===== src/rtl/tlb_param.sv =====
// tlb_param: set-associative TLB with age-based replacement and a page-table-walker port.
// Latency: a hit responds 2 cycles after acceptance; a miss goes through the PTW request/response.
// Backpressure: one transaction at a time; requests wait in IDLE; a response is held until resp_ready_i.
//
// Ports:
//   clk, rst                    clock, synchronous active-high reset
//   req_*/vaddr_i/access_type_i translation request (access_type_i: 0 read, 1 write)
//   resp_*/paddr_o/hit_o/fault_o translation response
//   ptw_req_*/ptw_vaddr_o       page-walk request
//   ptw_resp_*/ptw_pte_i        page-walk response (PTE: [0]=V [1]=R [2]=W [31:12]=PPN)
//   flush_valid_i/flush_ready_o invalidate all entries
// Optional: define TLB_PERF_CNT_EN to add hit_cnt_o, miss_cnt_o and fault_cnt_o counters.
module tlb_param #(
  parameter int NUM_SETS    = 4,
  parameter int NUM_WAYS    = 4,
  parameter int PTW_TIMEOUT = 0
) (
  input  logic        clk,
  input  logic        rst,
  input  logic        req_valid_i,
  output logic        req_ready_o,
  input  logic [31:0] vaddr_i,
  input  logic        access_type_i,
  output logic        resp_valid_o,
  input  logic        resp_ready_i,
  output logic [31:0] paddr_o,
  output logic        hit_o,
  output logic        fault_o,
  output logic        ptw_req_valid_o,
  input  logic        ptw_req_ready_i,
  output logic [31:0] ptw_vaddr_o,
  input  logic        ptw_resp_valid_i,
  output logic        ptw_resp_ready_o,
  input  logic [31:0] ptw_pte_i,
  input  logic        flush_valid_i,
  output logic        flush_ready_o
`ifdef TLB_PERF_CNT_EN
  ,
  output logic [31:0] hit_cnt_o,
  output logic [31:0] miss_cnt_o,
  output logic [31:0] fault_cnt_o
`endif
);

  localparam int SET_W = (NUM_SETS > 1) ? $clog2(NUM_SETS) : 1;
  localparam int WAY_W = $clog2(NUM_WAYS);

  typedef enum logic [2:0] {
    IDLE,
    LOOKUP,
    PTW_REQ,
    PTW_WAIT,
    RESPOND
  } state_e;

  state_e      state_q, state_d;
  logic [31:0] vaddr_q, vaddr_d;
  logic        acc_q, acc_d;
  logic [31:0] paddr_q, paddr_d;
  logic        hit_q, hit_d;
  logic        fault_q, fault_d;
  logic [31:0] ptw_vaddr_q, ptw_vaddr_d;
  logic [31:0] tmo_q, tmo_d;

  // Entry storage
  logic [NUM_WAYS-1:0] valid_q [NUM_SETS];
  logic [NUM_WAYS-1:0] r_q     [NUM_SETS];
  logic [NUM_WAYS-1:0] w_q     [NUM_SETS];
  logic [19:0]         tag_q   [NUM_SETS][NUM_WAYS];
  logic [19:0]         ppn_q   [NUM_SETS][NUM_WAYS];
  logic [WAY_W-1:0]    age_q   [NUM_SETS][NUM_WAYS];

  // Set index of the captured request
  logic [SET_W-1:0] set_idx;
  always_comb begin
    set_idx = '0;
    if (NUM_SETS > 1) set_idx = vaddr_q[12 +: SET_W];
  end

  // Tag match (first matching way wins; a VPN is only ever filled once per set)
  logic             hit_any;
  logic [WAY_W-1:0] hit_way;
  logic [19:0]      hit_ppn;
  logic             hit_r, hit_w;
  always_comb begin
    hit_any = 1'b0;
    hit_way = '0;
    hit_ppn = '0;
    hit_r   = 1'b0;
    hit_w   = 1'b0;
    for (int i = 0; i < NUM_WAYS; i++) begin
      if (!hit_any && valid_q[set_idx][i] && (tag_q[set_idx][i] == vaddr_q[31:12])) begin
        hit_any = 1'b1;
        hit_way = WAY_W'(i);
        hit_ppn = ppn_q[set_idx][i];
        hit_r   = r_q[set_idx][i];
        hit_w   = w_q[set_idx][i];
      end
    end
  end

  // Victim: lowest invalid way, otherwise the oldest way
  logic             inv_found;
  logic [WAY_W-1:0] victim_way;
  always_comb begin
    inv_found  = 1'b0;
    victim_way = '0;
    for (int i = 0; i < NUM_WAYS; i++) begin
      if (!inv_found && !valid_q[set_idx][i]) begin
        inv_found  = 1'b1;
        victim_way = WAY_W'(i);
      end
    end
    if (!inv_found) begin
      for (int i = 0; i < NUM_WAYS; i++) begin
        if (age_q[set_idx][i] == WAY_W'(NUM_WAYS - 1)) victim_way = WAY_W'(i);
      end
    end
  end

  // PTE fields
  logic        pte_v, pte_r, pte_w;
  logic [19:0] pte_ppn;
  logic        unused_pte;
  assign pte_v      = ptw_pte_i[0];
  assign pte_r      = ptw_pte_i[1];
  assign pte_w      = ptw_pte_i[2];
  assign pte_ppn    = ptw_pte_i[31:12];
  assign unused_pte = ^ptw_pte_i[11:3];

  logic hit_perm_ok, pte_perm_ok;
  assign hit_perm_ok = acc_q ? hit_w : hit_r;
  assign pte_perm_ok = acc_q ? pte_w : pte_r;

  logic timeout_hit;
  assign timeout_hit = (PTW_TIMEOUT != 0) && (tmo_q == 32'(PTW_TIMEOUT - 1));

  // Array update controls
  logic             flush_en;
  logic             touch_en;
  logic             fill_en;
  logic [WAY_W-1:0] touch_way;
  logic [WAY_W-1:0] touch_age;
  assign touch_age = age_q[set_idx][touch_way];

  always_comb begin
    state_d     = state_q;
    vaddr_d     = vaddr_q;
    acc_d       = acc_q;
    paddr_d     = paddr_q;
    hit_d       = hit_q;
    fault_d     = fault_q;
    ptw_vaddr_d = ptw_vaddr_q;
    tmo_d       = '0;
    flush_en    = 1'b0;
    touch_en    = 1'b0;
    fill_en     = 1'b0;
    touch_way   = '0;
    case (state_q)
      IDLE: begin
        if (flush_valid_i) begin
          flush_en = 1'b1;
        end else if (req_valid_i) begin
          vaddr_d = vaddr_i;
          acc_d   = access_type_i;
          state_d = LOOKUP;
        end
      end
      LOOKUP: begin
        if (hit_any) begin
          touch_en  = 1'b1;
          touch_way = hit_way;
          hit_d     = 1'b1;
          fault_d   = !hit_perm_ok;
          paddr_d   = hit_perm_ok ? {hit_ppn, vaddr_q[11:0]} : 32'd0;
          state_d   = RESPOND;
        end else begin
          ptw_vaddr_d = vaddr_q;
          state_d     = PTW_REQ;
        end
      end
      PTW_REQ: begin
        if (ptw_req_ready_i) state_d = PTW_WAIT;
      end
      PTW_WAIT: begin
        // A response in the final timeout cycle still wins over the timeout
        if (ptw_resp_valid_i) begin
          hit_d   = 1'b0;
          state_d = RESPOND;
          if (!pte_v) begin
            fault_d = 1'b1;
            paddr_d = 32'd0;
          end else begin
            touch_en  = 1'b1;
            fill_en   = 1'b1;
            touch_way = victim_way;
            fault_d   = !pte_perm_ok;
            paddr_d   = pte_perm_ok ? {pte_ppn, vaddr_q[11:0]} : 32'd0;
          end
        end else if (timeout_hit) begin
          hit_d   = 1'b0;
          fault_d = 1'b1;
          paddr_d = 32'd0;
          state_d = RESPOND;
        end else begin
          tmo_d = tmo_q + 32'd1;
        end
      end
      RESPOND: begin
        if (resp_ready_i) begin
          paddr_d = 32'd0;
          hit_d   = 1'b0;
          fault_d = 1'b0;
          state_d = IDLE;
        end
      end
      default: state_d = IDLE;
    endcase
  end

  always_ff @(posedge clk) begin
    if (rst) begin
      state_q     <= IDLE;
      vaddr_q     <= '0;
      acc_q       <= 1'b0;
      paddr_q     <= '0;
      hit_q       <= 1'b0;
      fault_q     <= 1'b0;
      ptw_vaddr_q <= '0;
      tmo_q       <= '0;
    end else begin
      state_q     <= state_d;
      vaddr_q     <= vaddr_d;
      acc_q       <= acc_d;
      paddr_q     <= paddr_d;
      hit_q       <= hit_d;
      fault_q     <= fault_d;
      ptw_vaddr_q <= ptw_vaddr_d;
      tmo_q       <= tmo_d;
    end
  end

  // Tag/PPN/permission storage carries no reset; valid bits gate it.
  always_ff @(posedge clk) begin
    if (rst) begin
      for (int s = 0; s < NUM_SETS; s++) begin
        valid_q[s] <= '0;
        for (int w = 0; w < NUM_WAYS; w++) age_q[s][w] <= WAY_W'(w);
      end
    end else if (flush_en) begin
      for (int s = 0; s < NUM_SETS; s++) valid_q[s] <= '0;
    end else if (touch_en) begin
      if (fill_en) begin
        valid_q[set_idx][touch_way] <= 1'b1;
        r_q[set_idx][touch_way]     <= pte_r;
        w_q[set_idx][touch_way]     <= pte_w;
        tag_q[set_idx][touch_way]   <= vaddr_q[31:12];
        ppn_q[set_idx][touch_way]   <= pte_ppn;
      end
      // Younger ways age by one, touched way becomes youngest: ages stay a permutation
      for (int w = 0; w < NUM_WAYS; w++) begin
        if (age_q[set_idx][w] < touch_age) age_q[set_idx][w] <= age_q[set_idx][w] + WAY_W'(1);
      end
      age_q[set_idx][touch_way] <= '0;
    end
  end

  assign req_ready_o      = (state_q == IDLE);
  assign flush_ready_o    = (state_q == IDLE);
  assign ptw_req_valid_o  = (state_q == PTW_REQ);
  assign ptw_resp_ready_o = (state_q == PTW_WAIT);
  assign resp_valid_o     = (state_q == RESPOND);
  assign paddr_o          = paddr_q;
  assign hit_o            = hit_q;
  assign fault_o          = fault_q;
  assign ptw_vaddr_o      = ptw_vaddr_q;

`ifdef TLB_PERF_CNT_EN
  logic [31:0] hit_cnt_q, miss_cnt_q, fault_cnt_q;
  always_ff @(posedge clk) begin
    if (rst) begin
      hit_cnt_q   <= '0;
      miss_cnt_q  <= '0;
      fault_cnt_q <= '0;
    end else begin
      if (state_q == LOOKUP && hit_any)  hit_cnt_q  <= hit_cnt_q + 32'd1;
      if (state_q == LOOKUP && !hit_any) miss_cnt_q <= miss_cnt_q + 32'd1;
      if (state_q == RESPOND && resp_ready_i && fault_q) fault_cnt_q <= fault_cnt_q + 32'd1;
    end
  end
  assign hit_cnt_o   = hit_cnt_q;
  assign miss_cnt_o  = miss_cnt_q;
  assign fault_cnt_o = fault_cnt_q;
`endif

endmodule

===== config.mk =====
export PLATFORM = sky130hd
export DESIGN_NAME = tlb_param
export DESIGN_NICKNAME = d
export VERILOG_FILES = /design/src/rtl/tlb_param.sv
export SDC_FILE = /design/constraint.sdc
export NUM_CORES = 1
export LEC_CHECK = 0
export ABC_AREA = 1
export CORE_MARGIN = 5
export CORE_UTILIZATION = 60
export CTS_CLUSTER_SIZE = 20
export DETAILED_ROUTE_END_ITERATION = 8
export HOLD_SLACK_MARGIN = 0.02
export PLACE_DENSITY = 0.79
export SLEW_MARGIN = 5
export SYNTH_ARGS = -nofsm -noshare
export SYNTH_HDL_FRONTEND = slang
export SYNTH_SLANG_ARGS = --single-unit

===== constraint.sdc =====
create_clock -name clk -period 14.3 [get_ports clk]
set_input_delay 2.86 -clock clk [delete_from_list [all_inputs] [get_ports clk]]
set_output_delay 2.86 -clock clk [all_outputs]
set_load 0.005 [all_outputs]

==> impl_metrics.env, run 1 <==
export IMPL_status="completed"
export IMPL_power_leakage_nw=13.7
export IMPL_slew_viol_final=0
export IMPL_ir_drop_mv=0.117
export IMPL_path_max_fanout=177
export IMPL_numPortBuffers=133
export IMPL_yosys_cell_types_count=40
export IMPL_preCtsSetupSlack_ns=6.74
export IMPL_path_cells="clkinv_8 -> buf_4 -> nand2_1 -> nand3_1 -> nand3_1 -> o21ai_0 -> nor2_1 -> nand2_1 -> nor2_1 -> nand3_1 -> nand2_1 -> inv_2 -> nand2_2 -> nand2_2 -> nand2_1 -> nand2_2 -> nor2_1 -> nand2_1 -> nor2_4 -> buf_4"
export IMPL_required_ns=14.55
export IMPL_ys_async_sr_fraction=0
export IMPL_cp_slowest_stage_delay_ns=0.86
export IMPL_critPathBufInv=4
export IMPL_yosysTopAreaCellShare=0.629
export IMPL_grt_pass1_wl_um=135000
export IMPL_setup_tns_ns=0
export IMPL_min_period_over_period=0.546
export IMPL_synth_most_common_cell="nand2_1"
export IMPL_antenna_found_initial=2
export IMPL_synth_area_leaders="edfxtp_1 63%, nand2_1 9.6%, dfxtp_1 7.2%"
export IMPL_dpl_hpwl_um=48200
export IMPL_gp_congestion=0.852
export IMPL_num_rows=86
export IMPL_dr_pass1_iters=6
export IMPL_ios=143
export IMPL_fillers=3793
export IMPL_start_util=0.607
export IMPL_viasPerCell=6.24
export IMPL_startpoint_type="register"
export IMPL_ys_seq_area_frac=0.701
export IMPL_clk_latency_ns=0.62
export IMPL_postCtsSetupBuffers=0
export IMPL_netlist_area_um2=33600
export IMPL_synth_flop_cell="edfxtp_1"
export IMPL_ys_top_cells_by_count="855 x nand2_1, 704 x edfxtp_1, 296 x nand3_1, 259 x nor2_1, 206 x o21ai_0"
export IMPL_yosysTopAreaCell="edfxtp_1"
export IMPL_antenna_left=0
export IMPL_layout_area_seq_um2=23600
export IMPL_slew_headroom=0.200
export IMPL_placedCellCount=3784
export IMPL_endpoint_kind="register"
export IMPL_final_util=0.690
export IMPL_fp_dieArea_um2=60800
export IMPL_holdPathStages=2
export IMPL_hold_path_class="register to register"
export IMPL_ys_ff_latch=824
export IMPL_wl_um=89300
export IMPL_vias=24600
export IMPL_numCtsBuffers=80
export IMPL_stdcell_count=3934
export IMPL_cts_hold_buf=0
export IMPL_h_tree_depth=3
export IMPL_die_y_um=247
export IMPL_cp_arrival_ns=8.05
export IMPL_grt_pass1_vias=24000
export IMPL_root_buffer="clkbuf_16"
export IMPL_cp_slowest_cell="nor2_4"
export IMPL_tritoncts="yes"
export IMPL_period_needed_ns=7.80
export IMPL_power_w=0.00537
export IMPL_drc=0
export IMPL_ys_warn_count=0
export IMPL_setup_viol=0
export IMPL_cpMostUsedCell="nand2_1"
export IMPL_path_class="register to register"
export IMPL_cp_top_family="simple AND/OR/NAND/NOR gates"
export IMPL_finalHoldViolations=0
export IMPL_grt_setup_unrepaired="false"
export IMPL_multi_input_area_um2=9070
export IMPL_worstMarginPinSlew_ns=1.20
export IMPL_r2r_slack_ns=6.50
export IMPL_synth_edf_count=704
export IMPL_max_cap_viol_count=0
export IMPL_fp_coreArea_um2=55300
export IMPL_fmax_ghz=0.128
export IMPL_drive_gt1_frac=0.0638
export IMPL_clock_skew_ns=0.0182
export IMPL_clk_path_buf_depth=3
export IMPL_reg2reg_depth=20
export IMPL_p_per_area_nw_per_um2=141
export IMPL_syn_avg_cell_area_um2=11.1
export IMPL_worstSetupPathDepth=20
export IMPL_fin_ws_ns=6.50
export IMPL_grt_usage=0.289
export IMPL_drt_iter0_drc=2867
export IMPL_netlist_instances=3036
export IMPL_clkTransAtPathRegs_ns=0.06
export IMPL_wl_per_cell_um=22.7
export IMPL_grt_ovfl_total=0
export IMPL_layout_nets=3194
export IMPL_clock_sinks=824
export IMPL_cts_resized=0
export IMPL_synth_nets=3112
export IMPL_die_x_um=247
export IMPL_grt_max_degree=207
export IMPL_area_growth_pct=13.6
worst reg2reg max path: cells and delay by family (launching register included):
family                 cells  cell delay, ns
buffers and inverters      4            2.20
DFF                        1            0.75
and+or+nand+nor           15            4.41
AOI/OAI and AO/OA          1            0.09
final timing paths:
| check | start | endpoint |
|---|---|---|
| min | paddr_o[6] | paddr_o[6] |
| max | register | tag_q[3][67] |
| min reg2reg | paddr_o[6] | paddr_o[6] |
| max reg2reg | register | tag_q[3][67] |
metrics by stage:
stage	hold WS, ns	area (um^2)
2_1_floorplan	0.450	33600
3_3_place_gp	0.453	35500
3_5_place_dp	0.458	35500
4_1_cts	0.468	38100
5_1_grt	0.498	38100
6_report	0.467	38100
report_power, final:
part	switching, W	internal, W	total [W]
sequential	0.0000494	0.00265	0.00270
clock	0.000877	0.00124	0.00211
combinational	0.000365	0.000186	0.000551
total	0.00129	0.00408	0.00537
registers in the layout, indices dropped and copies added, names as in the netlist, 32 cells and up, named ones only:
register	cells
ppn_q	320
tag_q	320
age_q	32
paddr_o	32
ptw_vaddr_o	32
vaddr_q	32
placed cells by master, fill, tap and decap left out, types with 25 or more instances in the layout:
cell,count
a21oi_1,171
a32o_1,40
buf_4,35
clkbuf_16,84
clkdlybuf4s50_1,133
dfxtp_1,118
edfxtp_1,704
inv_1,73
nand2_1,854
nand3_1,296
nor2_1,242
o211ai_1,25
o21ai_0,206
o22ai_1,56
routing by layer:
layer / track usage / part of all wire
met4: 0.106 / 0.040
met2: 0.477 / 0.48
met3: 0.0545 / 0.11
met1: 0.387 / 0.37
met5: 0 / 0
cell families (layout without fill, tap and decap cells):
family	count (synthesis)	in the layout	synth area share
flops	824	824	0.701
simple gates	1431	1431	0.173
xor+xnor	1	1	0.000261
other cells	0	2	0
fa+ha+maj	4	4	0.00149
compound gates	526	526	0.0909
buf+inv	250	398	0.0335
layout make-up:
cell class	count	area share
clock inverters	30	0.00767
clock buffers	118	0.0619
repair buffers	169	0.0423
well taps	748	0.0245
inverters	81	0.00843
multi-input cells	1962	0.238
diodes	2	0.000131
flip-flops and latches	824	0.617
(Power assumes the default switching activity.)
==> inputs of run 2 (changes only) <==
Clock period 14.3 ns to 7.7 ns, I/O delays scaled along.
==> run 2 against run 1 <==
Critical path depth is the same. Flip-flop and latch count is the same. Power grew 86%. Clock skew grew 0.0051 ns. Critical endpoint is now ppn_q[0][39]. First-iteration DRC count grew 2.7%. Critical path type unchanged. Cell count grew 0.41%.
==> impl_metrics.env, run 2 (same netlist as run 1, synthesis figures left out) <==
export IMPL_status="completed"
export IMPL_root_buffer="clkbuf_16"
export IMPL_worstMarginPinSlew_ns=1.25
export IMPL_startpoint_type="register"
export IMPL_fmax_ghz=0.157
export IMPL_drt_iter0_drc=2943
export IMPL_path_class="register to register"
export IMPL_path_max_fanout=210
export IMPL_tritoncts="yes"
export IMPL_antenna_cells=0
export IMPL_dpl_hpwl_um=48800
export IMPL_period_needed_ns=6.39
export IMPL_min_period_over_period=0.830
export IMPL_die_y_um=247
export IMPL_h_tree_depth=3
export IMPL_r2r_end="ppn_q[0][39]"
export IMPL_antenna_found_initial=1
export IMPL_slew_viol_final=0
export IMPL_cp_arrival_ns=6.72
export IMPL_p_per_area_nw_per_um2=260
export IMPL_placedCellCount=3800
export IMPL_vias=24300
export IMPL_grt_setup_unrepaired="false"
export IMPL_fp_dieArea_um2=60800
export IMPL_slew_headroom=0.165
export IMPL_stdcell_count=3950
export IMPL_cts_resized=0
export IMPL_dr_pass1_iters=9
export IMPL_cts_hold_buf=0
export IMPL_power_leakage_nw=13.9
export IMPL_min_delay_start="paddr_o[7]"
export IMPL_grt_max_degree=211
export IMPL_gp_congestion=0.851
export IMPL_top_regs="ppn_q: 320 flops, tag_q: 320 flops"
export IMPL_mostFrequentLayoutCells="854 x nand2_1, 704 x edfxtp_1, 296 x nand3_1, 242 x nor2_1, 206 x o21ai_0"
export IMPL_numCtsBuffers=82
export IMPL_grt_pass1_wl_um=134000
export IMPL_whs_endpoint="paddr_o[7]"
export IMPL_die_x_um=247
export IMPL_num_rows=86
export IMPL_drc=0
export IMPL_endpoint_kind="register"
export IMPL_area_growth_pct=14.3
export IMPL_reg2reg_depth=20
export IMPL_clkTransAtPathRegs_ns=0.06
export IMPL_clk_latency_ns=0.64
export IMPL_ir_drop_mv=0.263
export IMPL_grt_usage=0.286
export IMPL_grt_pass1_vias=23700
export IMPL_wl_per_cell_um=22.4
export IMPL_fillers=3772
export IMPL_required_ns=8.03
export IMPL_final_common_cell="nand2_1"
export IMPL_drive_gt1_frac=0.0687
export IMPL_antenna_left=0
export IMPL_grt_ovfl_total=0
export IMPL_viasPerCell=6.15
export IMPL_setup_viol=0
export IMPL_hold_path_class="register to register"
export IMPL_start_util=0.607
export IMPL_postCtsSetupBuffers=0
export IMPL_clock_sinks=824
export IMPL_wl_um=88400
export IMPL_fp_coreArea_um2=55300
export IMPL_max_cap_viol_count=0
export IMPL_holdPathStages=2
export IMPL_ios=143
export IMPL_layout_nets=3212
export IMPL_finalHoldViolations=0
export IMPL_clock_skew_ns=0.0233
export IMPL_r2r_slack_ns=1.31
export IMPL_setup_tns_ns=0
export IMPL_clk_path_buf_depth=3
export IMPL_numPortBuffers=133
run 2: changes by cell type in the layout (fill, tap and decap cells not counted), sizes merged:
cell and change:
bufinv -2, clkbuf -2, buf +16, diode -2, clkinv +8, clkinvlp -2
run 2: area by class of cell:
| cell class | instances | area, um^2 | area share |
|---|---|---|---|
| multi-input combinational | 1962 | 9060 | 0.236 |
| clock inverter | 34 | 244 | 0.00636 |
| inverter | 81 | 322 | 0.00838 |
| timing repair buffer | 185 | 1860 | 0.0484 |
| clock buffer | 116 | 2420 | 0.0630 |
| tap | 748 | 936 | 0.0244 |
| sequential | 824 | 23600 | 0.613 |
run 2: critical path: stages, from the launching register on:
cell	delay, ns
dfxtp_4	0.66
clkinv_8	0.63
nand2_1	0.26
nand3_1	0.12
nand3_1	0.13
nand2_1	0.06
nor2_1	0.23
nand2_1	0.15
nor2_1	0.11
nand3_1	0.25
inv_1	0.14
nand2_2	0.45
nand2_2	0.21
buf_4	0.40
nand2_1	0.15
nand2_2	0.16
inv_2	0.09
nor2_1	0.14
nand2_1	0.35
nor2_4	0.79
buf_4	0.34
run 2: how the worst max path moves through the flow:
stage / from / end / slack [ns] / depth (start not counted)
after floorplan: ptw_pte_i[0] / ppn_q[1][40] / 2.74 / 10
after global placement: register / ppn_q[2][36] / 1.65 / 20
after detailed placement: register / ppn_q[2][38] / 1.49 / 20
after CTS: register / ppn_q[2][28] / 1.42 / 20
after global routing: register / ppn_q[2][28] / 1.02 / 20
final: register / ppn_q[0][39] / 1.31 / 20
run 2: stage by stage:
stage	cell area, um^2	hold slack [ns]	total power (W)	setup slack (ns)	util
after floorplan	33600	0.450	0.00571	2.74	-
after global placement	35700	0.453	0.00608	1.65	0.646
after detailed placement	35700	0.457	0.00612	1.49	0.646
after CTS	38400	0.467	0.00998	1.42	0.694
after global routing	38400	0.487	0.0103	1.02	0.694
final	38400	0.469	0.00997	1.31	0.694
run 2: routing by layer:
layer / vias to the layer above / wire length (um) / GRT usage / share of wire
li1: 10900 / - / - / -
met1: 11500 / 33500 / 0.393 / 0.38
met2: 1536 / 41100 / 0.453 / 0.47
met3: 289 / 9600 / 0.0522 / 0.11
met4: 2 / 4120 / 0.126 / 0.047
met5: - / 12 / 0 / 0.00014
run 2: report_power, final:
part	switching [W]	internal, W
sequential	0.0000782	0.00493
combinational	0.000698	0.000351
clock	0.00163	0.00228
